### config.mk
export PLATFORM = sky130hd
export DESIGN_NAME = branch_tracker
export DESIGN_NICKNAME = d
export VERILOG_FILES = /design/src/rtl/branch_tracker.sv
export SDC_FILE = /design/constraint.sdc
export NUM_CORES = 1
export LEC_CHECK = 0
export CELL_PAD_IN_SITES_DETAIL_PLACEMENT = 2
export CELL_PAD_IN_SITES_GLOBAL_PLACEMENT = 2
export CORE_ASPECT_RATIO = 1.1
export CORE_UTILIZATION = 36
export CTS_BUF_LIST = sky130_fd_sc_hd__clkbuf_16
export CTS_CLUSTER_DIAMETER = 200
export CTS_CLUSTER_SIZE = 28
export DETAILED_ROUTE_END_ITERATION = 10
export PLACE_DENSITY = 0.84
export SYNTH_ARGS = -nofsm -noshare
export SYNTH_HDL_FRONTEND = slang
export SYNTH_SLANG_ARGS = --single-unit
### constraint.sdc
create_clock -name clk -period 4.62 [get_ports clk]
set_clock_uncertainty 0.05 [all_clocks]
set_input_delay 0.924 -clock clk [delete_from_list [all_inputs] [get_ports clk]]
set_output_delay 0.924 -clock clk [all_outputs]
set_load 0.05 [all_outputs]
### src/rtl/branch_tracker.sv
// Pipeline-side client of a 2-bit branch predictor: requests and captures
// predictions, queues them in order, and checks them against resolved outcomes.
//
// Ports:
//   clk, rst_n                  clock, async active-low reset
//   fetch_branch / fetch_ready  branch needing a prediction / accept
//   pred_request, prediction    request pulse to predictor / its answer
//   pred_valid, pred_taken_out  captured prediction returned to fetch
//   resolve_valid/_taken        execute resolves the oldest branch
//   result, taken               update pulse and outcome to predictor
//   mispredict                  resolved outcome differed from prediction
//   outstanding                 queue occupancy
//   branch_count, miss_count    saturating statistics
//   underflow_err               sticky: resolve seen with empty queue
module branch_tracker #(
   parameter int DEPTH = 4,
   parameter int CNT_W = 16
) (
   input  logic                       clk,
   input  logic                       rst_n,
   input  logic                       fetch_branch,
   output logic                       fetch_ready,
   output logic                       pred_request,
   input  logic                       prediction,
   output logic                       pred_valid,
   output logic                       pred_taken_out,
   input  logic                       resolve_valid,
   input  logic                       resolve_taken,
   output logic                       result,
   output logic                       taken,
   output logic                       mispredict,
   output logic [$clog2(DEPTH+1)-1:0] outstanding,
   output logic [CNT_W-1:0]           branch_count,
   output logic [CNT_W-1:0]           miss_count,
   output logic                       underflow_err
);

   localparam int PW = $clog2(DEPTH);
   localparam int OW = $clog2(DEPTH+1);

   localparam logic [1:0] S_IDLE = 2'd0;
   localparam logic [1:0] S_REQ  = 2'd1;
   localparam logic [1:0] S_CAPT = 2'd2;

   logic [1:0]       state_q, state_d;
   logic [DEPTH-1:0] mem_q, mem_d;
   logic [PW-1:0]    head_q, head_d;
   logic [PW-1:0]    tail_q, tail_d;
   logic [OW-1:0]    cnt_q, cnt_d;
   logic [CNT_W-1:0] bcnt_q, bcnt_d;
   logic [CNT_W-1:0] mcnt_q, mcnt_d;
   logic             pv_q, pv_d;
   logic             pto_q, pto_d;
   logic             res_q, res_d;
   logic             tk_q, tk_d;
   logic             mis_q, mis_d;
   logic             und_q, und_d;

   logic empty, full, accept, pop, miss, push;

   assign empty  = (cnt_q == '0);
   assign full   = (cnt_q == OW'(DEPTH));
   assign pop    = resolve_valid && !empty;
   assign miss   = pop && (resolve_taken != mem_q[head_q]);
   // A mispredict flushes the wrong path, including a capture in flight.
   assign push   = (state_q == S_CAPT) && !miss;
   assign accept = fetch_branch && fetch_ready;

   assign fetch_ready    = (state_q == S_IDLE) && !full;
   assign pred_request   = (state_q == S_REQ);
   assign pred_valid     = pv_q;
   assign pred_taken_out = pto_q;
   assign result         = res_q;
   assign taken          = tk_q;
   assign mispredict     = mis_q;
   assign outstanding    = cnt_q;
   assign branch_count   = bcnt_q;
   assign miss_count     = mcnt_q;
   assign underflow_err  = und_q;

   always_comb begin
      state_d = state_q;
      unique case (state_q)
         S_IDLE:  if (accept) state_d = S_REQ;
         S_REQ:   state_d = miss ? S_IDLE : S_CAPT;
         S_CAPT:  state_d = S_IDLE;
         default: state_d = S_IDLE;
      endcase
   end

   always_comb begin
      mem_d = mem_q;
      if (push) mem_d[tail_q] = prediction;
      if (miss) begin
         head_d = '0;
         tail_d = '0;
         cnt_d  = '0;
      end else begin
         head_d = head_q + PW'(pop);
         tail_d = tail_q + PW'(push);
         cnt_d  = cnt_q + OW'(push) - OW'(pop);
      end
   end

   always_comb begin
      bcnt_d = bcnt_q;
      mcnt_d = mcnt_q;
      if (pop && !(&bcnt_q)) bcnt_d = bcnt_q + CNT_W'(1);
      if (miss && !(&mcnt_q)) mcnt_d = mcnt_q + CNT_W'(1);
      pv_d  = push;
      pto_d = push ? prediction : pto_q;
      res_d = pop;
      tk_d  = pop && resolve_taken;
      mis_d = miss;
      und_d = und_q || (resolve_valid && empty);
   end

   always_ff @(posedge clk or negedge rst_n) begin
      if (!rst_n) begin
         state_q <= S_IDLE;
         mem_q   <= '0;
         head_q  <= '0;
         tail_q  <= '0;
         cnt_q   <= '0;
         bcnt_q  <= '0;
         mcnt_q  <= '0;
         pv_q    <= 1'b0;
         pto_q   <= 1'b0;
         res_q   <= 1'b0;
         tk_q    <= 1'b0;
         mis_q   <= 1'b0;
         und_q   <= 1'b0;
      end else begin
         state_q <= state_d;
         mem_q   <= mem_d;
         head_q  <= head_d;
         tail_q  <= tail_d;
         cnt_q   <= cnt_d;
         bcnt_q  <= bcnt_d;
         mcnt_q  <= mcnt_d;
         pv_q    <= pv_d;
         pto_q   <= pto_d;
         res_q   <= res_d;
         tk_q    <= tk_d;
         mis_q   <= mis_d;
         und_q   <= und_d;
      end
   end

endmodule
Word level (Yosys, flattened, before mapping)
Index checks and enable logic that the tools add are counted.
{"block": "classes", "muxes": 11, "n_eq_ne": 5, "n_lt_le_gt_ge": 3, "add_sub_neg": 6, "n_reduce_logical": 20}
{"op": "adder 16 x 1 -> 16 bit (second input constant)", "count": 2}
{"op": "AND reduction 16 bit", "count": 2}
{"op": "logical AND 1 bit", "count": 10}
{"op": "2-to-1 mux 2 bit", "count": 4}
{"op": "less-than comparator 2 x 3 -> 1 bit (second input constant)", "count": 2}
{"op": "zero test 1 bit", "count": 5}
{"op": "adder 2 x 1 -> 2 bit", "count": 2}
{"op": "bitwise mux 4 bit", "count": 1}
{"op": "case mux 2 bit (2 select lines)", "count": 1}
{"op": "adder 3 x 1 -> 3 bit", "count": 1}
{"op": "== test 3 bit (second input constant)", "count": 1}
{"op": "zero test 3 bit", "count": 1}
{"op": "2-to-1 mux 3 bit", "count": 1}
{"op": "subtractor 3 x 1 -> 3 bit", "count": 1}
{"op": "binary-select mux 1 bit (select 2 bit)", "count": 1}
{"op": "demux 1 bit (select 2 bit)", "count": 1}
{"op": "== test 2 x 1 -> 1 bit (second input constant)", "count": 1}
{"op": "== test 2 bit (second input constant)", "count": 1}
{"op": "greater-or-equal comparator 2 x 1 -> 1 bit (second input constant)", "count": 1}
{"op": "zero test 2 bit", "count": 1}
{"op": "2-to-1 mux 1 bit", "count": 2}
{"op": "inequality test 2 bit (second input constant)", "count": 1}
{"op": "logical OR 1 bit", "count": 1}
{"op": "inequality test 1 bit", "count": 1}
{"block": "totals", "output_inout_bits": 43, "reg_bits": 51, "in_bits": 6, "word_cells": 58}

Depth between registers and ports, before layout
Gate-level depths: netlist of run 1.
{"block": "logic_depth", "word_depth": 9, "depth_mapped": 11, "mapped_depth_nobuf": 11}

Least setup slack after synthesis of run 1
Ideal clock, no wire load.
{"block": "synth_path", "path_kind": "flip-flop to output port", "startpoint": "register cnt_q[1] (netlist: outstanding[1])", "endpoint": "output fetch_ready", "required_ns": 3.646, "t_arrival_ns": 2.123, "path_slack_ns": 1.523, "n_path_buf": 0, "stages_incl_launch_ff": 3, "cell_sequence": "dfrtp_1 -> nor2_1 -> a211oi_1"}
{"block": "synth_via", "elab_chain_cells": 3}
{"item": "start: declaration", "line_no": "49", "text": "logic [OW-1:0] cnt_q, cnt_d;"}
{"item": "start signal: assignment", "line_no": "138", "text": "cnt_q <= cnt_d;"}
{"item": "== test 3 bit", "line_no": "62", "text": "assign full = (cnt_q == OW'(DEPTH));"}
{"item": "zero test 1 bit", "line_no": "69", "text": "assign fetch_ready = (state_q == S_IDLE) && !full;"}
{"item": "logical AND 1 bit", "line_no": "69"}
{"item": "end: declaration", "line_no": "22", "text": "output logic fetch_ready,"}
No other way between the ends.

Worst setup path in the final report of run 1
Same ends and word-level chain as after synthesis.

==> results of run 1 <==
[per-stage QoR]
stage | setup slack [ns] | util [%]
floorplan | 1.52 | -
global placement | 1.37 | 46.8
detailed placement | 1.26 | 46.8
CTS | 1.48 | 49.0
global route | 1.41 | 49.0
finish | 1.53 | 49.0
[area by class of cell]
class,instances,area share [%]
sequential,51,42.0
multi-input combinational,130,33.5
clock inverter,3,0.371
timing repair buffer,49,15.9
inverter,6,0.742
clock buffer,5,4.12
tap,80,3.30
[state kept, by name, summed over array words and instances, names as in the netlist, 2 cells and up]
register	count
state_q	2
miss_count	16
head_q	2
tail_q	2
branch_count	16
mem_q	4
outstanding	3
[cells in the mapped netlist (2+ instances only)]
master,n,area share (%)
nor4_2,2,1.1
nand4_1,16,4.3
nand2b_1,2,0.54
nor3_1,4,0.86
o2111ai_1,3,1.1
xor2_1,6,2.3
dfrtp_1,51,55
nand2_1,11,1.8
and2_1,2,0.54
mux2_2,7,3.4
nor2b_1,5,1.3
xnor2_1,27,10
nand3b_1,2,0.65
and3_1,5,1.3
ha_1,6,3.2
inv_1,5,0.81
nand3_1,7,1.5
nor2_1,10,1.6
[worst register-to-register path: stages (launching register included)]
cell,delay [ns]
dfrtp_1,0.37
mux4_2,0.57
xnor2_4,0.27
o21ai_4,0.10
ha_1,0.29
inv_1,0.06
ha_1,0.13
inv_1,0.05
fa_1,0.37
xor2_1,0.16
xnor2_1,0.15
nor2_1,0.05
[logic make-up (layout without fill, tap and decap cells)]
logic type                 after synthesis  after routing  synth area share (%)
AOI/OAI and AO/OA                        8              8                  3.88
xor gates and xnor gates                34             34                  13.6
adders and majority gates                7              7                  4.10
buffers and inverters                    7             63                  1.13
DFF                                     51             51                  55.0
muxes                                    9              9                  4.85
and+or+nand+nor                         72             72                  17.4
[worst paths after layout]
path | start | depth (start not counted) | end | slack (ns)
max in group asynchronous | rst_n | 2 | mem_q[3] | 3.37
min | underflow_err | 1 | underflow_err | 0.43
min in group asynchronous | rst_n | 2 | branch_count[15] | 0.71
max | outstanding[1] | 3 | fetch_ready | 1.53
max reg2reg | head_q[0] | 11 | outstanding[2] | 1.87
min reg2reg | underflow_err | 1 | underflow_err | 0.43
[per-layer routing]
metal / track usage [%] / share of wire (%) / up-vias
li1: - / - / 775
met1: 22.2 / 42 / 871
met2: 33.0 / 54 / 32
met3: 3.68 / 2.7 / 6
met4: 6.57 / 1.6 / 0
met5: 0 / 0 / -
[power by group through the flow]
stage,combinational (mW),sequential [mW],clock (mW)
after floorplan,0.349,0.946,0
after global placement,0.858,0.704,0
after detailed placement,0.893,0.709,0
after CTS,0.899,0.702,0.359
after global routing,0.946,0.719,0.377
final,0.882,0.699,0.351
==> results.py, run 1 <==
metrics = {
    "final_layout": {
        "diodes": 0,
        "layout_commonest_cell": "dfrtp_1",
        "multi_input_area_mm2": 0.00102,
        "final_layout_size_suffix_gt1_share_pct": 9.02,
        "fillers": 619,
        "postLayoutCellArea_mm2": 0.00304,
        "seq_area_mm2": 0.00128,
        "layout_common_cells": "51 x dfrtp_1, 47 x clkdlybuf4s50_1, 27 x xnor2_1, 16 x nand4_1, 11 x nand2_1",
        "fin_cells": 324,
        "num-nets-final": 256,
        "area.growth.synth_to_final_pct": 30.9,
    },
    "clock_network": {
        "cts_buffers": 5,
        "ctsLongestPathBuffers": 2,
        "clock_sinks": 51,
        "cts_tree": "yes",
        "htree_num_levels": 2,
        "post_cts_buffers": 0,
        "clk_latency_ns": 0.29,
        "ctsRootBufferMaster": "clkbuf_16",
        "ctsHoldBuffers": 0,
        "clk_pin_slew_worst_paths_ns": 0.07,
        "cts_resized": 0,
    },
    "setup_path": {
        "critPathKind": "reg2out",
        "slowest_delay_ns": 0.87,
        "critPathArrivalTime_ns": 2.12,
        "cp-end-kind": "output pin",
        "startpoint_type": "flip-flop",
        "cpLargestDelayFamily": "buffers and inverters",
        "worst-path-buf-inv": 1,
        "cp_cell_sequence": "nor2_1 > a211oi_1 > clkdlybuf4s50_1",
        "critPathSlowestCell": "clkdlybuf4s50_1",
        "worstPathMaxFanout": 6,
        "required_ns": 3.65,
    },
    "route": {
        "remaining_drc_errors": 0,
        "totalWireLength_um": 5610,
        "drtIter0Drc": 59,
        "ant_nets": 0,
        "vias": 1684,
        "drt_pre_antenna_iters": 4,
        "avgRoutedWirePerCell_um": 17.3,
        "via_per_inst": 5.20,
    },
    "sta": {
        "slew_violations": 0,
        "fin_crit_sh_pct": 67.0,
        "tightest_slew_ns": 0.817,
        "slew_headroom_pct": 45.0,
        "hold_viol_final": 0,
        "finalWorstPathRequiredPeriod_ns": 3.09,
        "grt_setup_unrepaired": "no",
        "setup_tns_ns": 0,
        "setup_viol": 0,
        "holdWs_ns": 0.434,
        "max_clock_freq_mhz": 323,
    },
    "place": {
        "place_hpwl_um": 4100,
        "dp.cells": 316,
        "place_area_mm2": 0.00290,
        "io_buffers": 48,
        "gp_congestion": 0.701,
    },
    "power_and_ir_drop": {
        "switchingPower_uw": 840,
        "finalPower_mw": 1.93,
        "ir_worst_vdd_mv": 0.342,
        "p_int_mw": 1.09,
        "power.density_mw_per_mm2": 636,
        "clkPwrFrac_pct": 18.2,
        "p_comb_share_pct": 45.7,
        "switching_share_pct": 43.5,
        "leakage_nw": 1.26,
        "seqPwrFrac_pct": 36.2,
    },
    "synth": {
        "syn-cell-area_mm2": 0.00232,
        "synth_edf_count": 0,
        "yosys_register_bits": 51,
        "ys_seq_area_share_pct": 55.0,
        "syn_inst": 188,
        "yosysWarnings": 0,
        "ys_async_sr_fraction_pct": 100,
        "avgSynthCellArea_um2": 12.3,
        "yosys_most_used_dff": "dfrtp_1",
        "syn_nets": 201,
        "ys_types": 35,
    },
    "global_route": {
        "grt-ovfl-total": 0,
        "grt_max_degree": 52,
        "grt_pass1_vias": 1899,
        "grt_first_pass_wirelength_um": 9630,
        "antenna_found_initial": 0,
        "grt_util_all_layers_pct": 18.6,
    },
    "floorplanning": {
        "ioPinCount": 49,
        "core_area_mm2": 0.00619,
        "initial_core_util_pct": 37.5,
        "die_area_mm2": 0.00677,
        "die_h_um": 86.2,
        "fp.dieW_um": 78.5,
        "fp-row-count": 30,
    },
    "outcome": {
        "status": "completed",
    },
    "job": {
        "drv_cap": 0,
    },
    "min_path": {
        "hold_path_class": "reg2reg",
    },
}
(Power assumes the default switching activity.)
==> inputs of run 2 (changes only) <==
--- a/config.mk
+++ b/config.mk
@@ -8,12 +8,12 @@
 export CELL_PAD_IN_SITES_DETAIL_PLACEMENT = 2
 export CELL_PAD_IN_SITES_GLOBAL_PLACEMENT = 2
 export CORE_ASPECT_RATIO = 1.1
-export CORE_UTILIZATION = 36
+export CORE_UTILIZATION = 33
 export CTS_BUF_LIST = sky130_fd_sc_hd__clkbuf_16
 export CTS_CLUSTER_DIAMETER = 200
 export CTS_CLUSTER_SIZE = 28
 export DETAILED_ROUTE_END_ITERATION = 10
-export PLACE_DENSITY = 0.84
+export PLACE_DENSITY = 0.78
 export SYNTH_ARGS = -nofsm -noshare
 export SYNTH_HDL_FRONTEND = slang
 export SYNTH_SLANG_ARGS = --single-unit
==> constraint.sdc (replaced) <==
create_clock -name clk -period 3 [get_ports clk]
set_clock_uncertainty 0.05 [all_clocks]
set_input_delay 0.6 -clock clk [delete_from_list [all_inputs] [get_ports clk]]
set_output_delay 0.6 -clock clk [all_outputs]
set_load 0.05 [all_outputs]
==> run 2 against run 1 <==
Compared with the run above:
- final area rose by 2.3%
- clock power rose by 56%
- sequential power rose by 55%
- count of clock-buffer cells in the layout did not move
- worst setup slack got worse by 1.3 ns
- power rose by 58%
- core utilization fell by 2.5 points
- combinational power rose by 62%
- routed wire length fell by 1.8%
- highest routed layer unchanged
==> results.py, run 2 (synthesis results as in run 1) <==
metrics = {
    "outcome": {
        "status": "completed",
    },
    "setup_path": {
        "worstPathMaxFanout": 4,
        "startpoint_type": "flip-flop",
        "required_ns": 3.13,
        "critPathArrivalTime_ns": 2.93,
        "rrSetupSlack_ns": 0.20,
        "cp-end-kind": "flip-flop",
        "critPathKind": "reg2reg",
    },
    "route": {
        "remaining_drc_errors": 0,
        "via_per_inst": 5.04,
        "drtIter0Drc": 65,
        "avgRoutedWirePerCell_um": 16.5,
        "totalWireLength_um": 5510,
        "drt_pre_antenna_iters": 4,
        "vias": 1678,
        "ant_nets": 0,
    },
    "clock_network": {
        "ctsHoldBuffers": 0,
        "cts_buffers": 5,
        "htree_num_levels": 2,
        "clock_sinks": 51,
        "cts_resized": 0,
        "clk_latency_ns": 0.28,
        "post_cts_buffers": 0,
        "clk_pin_slew_worst_paths_ns": 0.07,
        "cts_tree": "yes",
        "ctsRootBufferMaster": "clkbuf_16",
        "ctsLongestPathBuffers": 2,
    },
    "sta": {
        "grt_setup_unrepaired": "no",
        "fin_crit_sh_pct": 93.3,
        "slew_violations": 0,
        "tightest_slew_ns": 0.727,
        "finalWorstPathRequiredPeriod_ns": 2.80,
        "hold_viol_final": 0,
        "slew_headroom_pct": 51.1,
        "max_clock_freq_mhz": 357,
        "setup_viol": 0,
    },
    "power_and_ir_drop": {
        "leakage_nw": 1.31,
        "finalPower_mw": 3.06,
        "power.density_mw_per_mm2": 984,
        "ir_worst_vdd_mv": 0.421,
    },
    "global_route": {
        "antenna_found_initial": 0,
        "grt-ovfl-total": 0,
        "grt_first_pass_wirelength_um": 9600,
        "grt_pass1_vias": 1860,
        "grt_util_all_layers_pct": 16.9,
        "grt_max_degree": 27,
    },
    "min_path": {
        "hold_path_class": "in2async",
    },
    "floorplanning": {
        "die_h_um": 89.9,
        "die_area_mm2": 0.00737,
        "ioPinCount": 49,
        "core_area_mm2": 0.00667,
        "initial_core_util_pct": 34.8,
        "fp.dieW_um": 81.9,
        "fp-row-count": 31,
    },
    "final_layout": {
        "fillers": 686,
        "area.growth.synth_to_final_pct": 33.8,
        "layout_common_cells": "51 x dfrtp_1, 47 x clkdlybuf4s50_1, 27 x xnor2_1, 16 x nand4_1, 11 x nand2_1",
        "num-nets-final": 263,
        "postLayoutCellArea_mm2": 0.00310,
        "final_util_pct": 46.5,
        "final_layout_size_suffix_gt1_share_pct": 12.0,
        "diodes": 0,
        "fin_cells": 333,
        "layout_commonest_cell": "dfrtp_1",
    },
    "place": {
        "gp_congestion": 0.734,
        "place_area_mm2": 0.00294,
        "dp.cells": 322,
        "io_buffers": 48,
        "place_hpwl_um": 4000,
    },
    "job": {
        "drv_cap": 0,
    },
}
## run 2: cell types whose count changed in the layout (fill, tap and decap cells not counted)
| cell | previous run | this run |
|---|---|---|
| buf_4 | 1 | 7 |
| buf_12 | 0 | 1 |
| inv_1 | 6 | 7 |
| clkinv_2 | 0 | 1 |
| clkinv_1 | 2 | 0 |
## run 2: metal layers
metal / vias up / wire length [um] / global-route usage [%]
li1: 786 / - / -
met1: 855 / 2520 / 23.0
met2: 33 / 2800 / 27.3
met3: 4 / 142 / 2.84
met4: 0 / 43 / 4.82
met5: - / 0 / 0
## run 2: worst max-delay path, cell delays in order, from the launching register on
cell and delay (ns):
dfrtp_1 0.38, mux4_2 0.57, xnor2_4 0.19, o21ai_4 0.19, ha_1 0.27, inv_1 0.08
ha_1 0.16, inv_1 0.06, fa_1 0.37, xor2_1 0.18, xnor2_1 0.14, nor2_1 0.05
## run 2: final cells by class
class	instances	area [um2]	share of cell area [%]
Timing Repair Buffer	56	548	17.7
Multi-Input combinational cell	130	1020	32.8
Inverter	6	22.5	0.726
Tap cell	82	103	3.31
Sequential cell	51	1280	41.1
Clock buffer	5	125	4.03
Clock inverter	3	12.5	0.403
## run 2: per-stage QoR
stage	hold slack, ns	TNS [ns]	setup WS, ns
global placement	0.399	0	0.0825
floorplan	0.254	0	0.227
CTS	0.299	0	0.139
detailed placement	0.405	-0.0815	-0.0815
finish	0.283	0	0.200
global route	0.320	0	0.0100
## run 2: power by group
| part | internal (mW) | switching, mW | total, mW |
|---|---|---|---|
| clock | 0.302 | 0.245 | 0.547 |
| sequential | 0.867 | 0.210 | 1.08 |
| combinational | 0.573 | 0.858 | 1.43 |
| total | 1.74 | 1.31 | 3.06 |
## run 2: final timing paths
kind,startpoint,cells after the start,endpoint
hold reg to reg,underflow_err,1,underflow_err
setup reg to reg,head_q[0],11,outstanding[2]
setup / recovery,head_q[0],11,outstanding[2]
min in group clk,underflow_err,1,underflow_err
hold / removal,rst_n,1,branch_count[13]
max in group asynchronous,rst_n,2,taken
==> inputs of run 3 (changes only) <==
--- a/config.mk
+++ b/config.mk
@@ -5,10 +5,12 @@
 export SDC_FILE = /design/constraint.sdc
 export NUM_CORES = 1
 export LEC_CHECK = 0
+export ABC_AREA = 1
+export CAP_MARGIN = 5
 export CELL_PAD_IN_SITES_DETAIL_PLACEMENT = 2
 export CELL_PAD_IN_SITES_GLOBAL_PLACEMENT = 2
 export CORE_ASPECT_RATIO = 1.1
-export CORE_UTILIZATION = 33
+export CORE_UTILIZATION = 30
 export CTS_BUF_LIST = sky130_fd_sc_hd__clkbuf_16
 export CTS_CLUSTER_DIAMETER = 200
 export CTS_CLUSTER_SIZE = 28
==> run 3 against run 2 <==
Compared with the run above:
- cell count is 58% higher
- count of clock-buffer cells in the layout is the same
- sequential share of layout area down 5.8 points
- power rose by 14%
- routed wire length up 49%
- first-iteration DRC count down 4.6%
- die area grew 33%
- global-route usage grew 1.1 points
- via count grew 51%
==> results.py, run 3 <==
metrics = {
    "clock_network": {
        "post_cts_buffers": 0,
        "ctsLongestPathBuffers": 2,
        "cts_tree": "yes",
        "clock_sinks": 51,
        "cts_buffers": 5,
        "clk_pin_slew_worst_paths_ns": 0.07,
        "htree_num_levels": 2,
        "ctsHoldBuffers": 0,
        "ctsRootBufferMaster": "clkbuf_16",
        "cts_resized": 0,
        "clk_latency_ns": 0.29,
    },
    "outcome": {
        "status": "completed",
    },
    "synth": {
        "syn_inst": 359,
        "yosysMostFrequentCell": "nand2_1",
        "synthAdderAreaFrac_pct": 3.38,
        "synth_top_family_by_area": "simple AND/OR/NAND/NOR gates",
        "synth.top_cell.area_share_pct": 45.4,
        "yosys_register_bits": 51,
        "yosysTopAreaCell": "dfrtp_1",
        "syn-cell-area_mm2": 0.00281,
        "ys_seq_area_share_pct": 45.4,
        "synth_xor_area_share_pct": 7.78,
        "avgSynthCellArea_um2": 7.84,
        "synthTopCellsByCount": "126 x nand2_1, 51 x dfrtp_1, 39 x inv_1",
        "yosys_most_used_dff": "dfrtp_1",
        "ys_async_sr_fraction_pct": 100,
        "yosysWarnings": 0,
        "synth-compound-area-share_pct": 2.36,
        "synthSimpleGateAreaFrac_pct": 34.3,
        "syn_nets": 372,
        "synth_edf_count": 0,
        "yosys-top-cells-area": "dfrtp_1 45%, nand2_1 17%, nand3_1 6.6%, inv_1 5.2%, xor2_1 4.4%",
        "synth_mux_area_share_pct": 0,
        "ys_types": 30,
    },
    "global_route": {
        "antenna_found_initial": 0,
        "grt-ovfl-total": 0,
        "grt_first_pass_wirelength_um": 14100,
        "grt_util_all_layers_pct": 18.1,
        "grt_max_degree": 52,
        "grt_pass1_vias": 2852,
    },
    "final_layout": {
        "layout_common_cells": "126 x nand2_1, 51 x dfrtp_1, 47 x clkdlybuf4s50_1, 39 x inv_1, 37 x nand3_1",
        "final_util_pct": 40.3,
        "num-nets-final": 425,
        "diodes": 0,
        "final_layout_size_suffix_gt1_share_pct": 6.54,
        "area.growth.synth_to_final_pct": 28.5,
        "postLayoutCellArea_mm2": 0.00362,
        "fillers": 1051,
        "layout_commonest_cell": "nand2_1",
    },
    "place": {
        "io_buffers": 48,
        "place_area_mm2": 0.00342,
        "gp_congestion": 0.771,
        "place_hpwl_um": 6050,
    },
    "setup_path": {
        "worstPathMaxFanout": 4,
        "critPathKind": "reg2out",
        "startpoint_type": "flip-flop",
        "required_ns": 2.35,
        "cp-end-kind": "output pin",
        "critPathArrivalTime_ns": 2.01,
    },
    "sta": {
        "setup_tns_ns": 0,
        "slew_headroom_pct": 53.2,
        "finalWorstPathRequiredPeriod_ns": 2.66,
        "tightest_slew_ns": 0.703,
        "hold_viol_final": 0,
        "grt_setup_unrepaired": "no",
        "fin_crit_sh_pct": 88.5,
        "max_clock_freq_mhz": 377,
        "setup_viol": 0,
        "slew_violations": 0,
        "holdWs_ns": 0.388,
    },
    "power_and_ir_drop": {
        "power.density_mw_per_mm2": 960,
        "switchingPower_mw": 1.59,
        "ir_worst_vdd_mv": 0.551,
        "p_comb_share_pct": 47.2,
        "seqPwrFrac_pct": 31.2,
        "switching_share_pct": 45.8,
        "clkPwrFrac_pct": 21.6,
        "leakage_nw": 1.72,
        "p_int_mw": 1.88,
    },
    "floorplanning": {
        "fp.dieW_um": 94.3,
        "core_area_mm2": 0.00896,
        "die_h_um": 104,
        "fp-row-count": 36,
        "ioPinCount": 49,
        "die_area_mm2": 0.00977,
        "initial_core_util_pct": 31.4,
    },
    "route": {
        "remaining_drc_errors": 0,
        "totalWireLength_um": 8190,
        "avgRoutedWirePerCell_um": 15.5,
        "drtIter0Drc": 62,
        "via_per_inst": 4.82,
        "drt_pre_antenna_iters": 4,
        "ant_nets": 0,
        "vias": 2539,
    },
    "min_path": {
        "hold_path_class": "in2async",
    },
    "job": {
        "drv_cap": 0,
    },
}
[run 3: cell types whose count changed after synthesis, moves of 7 or more]
cell	delta
xnor2_1	-16
mux2_2	-7
xor2_1	+8
o21ai_1	+8
inv_1	+34
nor2_1	+18
nand3_1	+30
nand4_1	-8
nand2_1	+115
[run 3: logic make-up after synthesis]
logic type / after synthesis
compound gates: 12
simple gates: 217
xor+xnor: 25
buf+inv: 47
fa+ha+maj: 7
flops: 51
[run 3: metrics by stage]
stage | cells | setup WS (ns) | power, mW
after detailed placement | 519 | 0.0849 | 2.77
after global placement | 519 | 0.196 | 2.68
after global routing | 527 | 0.256 | 3.69
after CTS | 527 | 0.324 | 3.54
after floorplan | 359 | 0.300 | 2.19
final | 527 | 0.345 | 3.47
[run 3: metal layers]
metal / global-route usage [%] / wire [um] / share of wire [%]
met1: 22.5 / 3620 / 44
met2: 32.6 / 4310 / 53
met3: 2.42 / 198 / 2.4
met4: 3.74 / 63 / 0.77
met5: 0 / 0 / 0
[run 3: area by class of cell]
| type | instances | area [um2] | share of cell area, % |
|---|---|---|---|
| inverter | 41 | 154 | 4.26 |
| clock buffer | 5 | 125 | 3.46 |
| timing repair buffer | 52 | 505 | 14.0 |
| sequential | 51 | 1280 | 35.3 |
| clock inverter | 3 | 67.6 | 1.87 |
| tap | 114 | 143 | 3.94 |
| multi-input combinational | 261 | 1350 | 37.2 |
[run 3: power by group through the flow]
stage	Clock [mW]	Sequential (mW)	Combinational (mW)
after floorplan	0	1.49	0.701
after global placement	0	1.09	1.58
after detailed placement	0	1.10	1.66
after CTS	0.769	1.09	1.67
after global routing	0.781	1.12	1.80
final	0.748	1.08	1.64
[run 3: critical path, stage by stage, from the launching register on]
cell and delay [ns]:
dfrtp_1 0.45, nor2_1 0.11, a211oi_1 0.29, clkdlybuf4s50_1 0.86
[run 3: path summary, 6_finish.rpt]
| path | startpoint | endpoint | slack [ns] | cells past startpoint |
|---|---|---|---|---|
| min reg2reg | mem_q[0] | mem_q[0] | 0.43 | 2 |
| max | outstanding[1] | fetch_ready | 0.34 | 3 |
| max in group asynchronous | rst_n | state_q[1] | 2.05 | 2 |
| max reg2reg | outstanding[1] | outstanding[1] | 0.45 | 13 |
| min | rst_n | miss_count[12] | 0.39 | 2 |
| min in group clk | mem_q[0] | mem_q[0] | 0.43 | 2 |
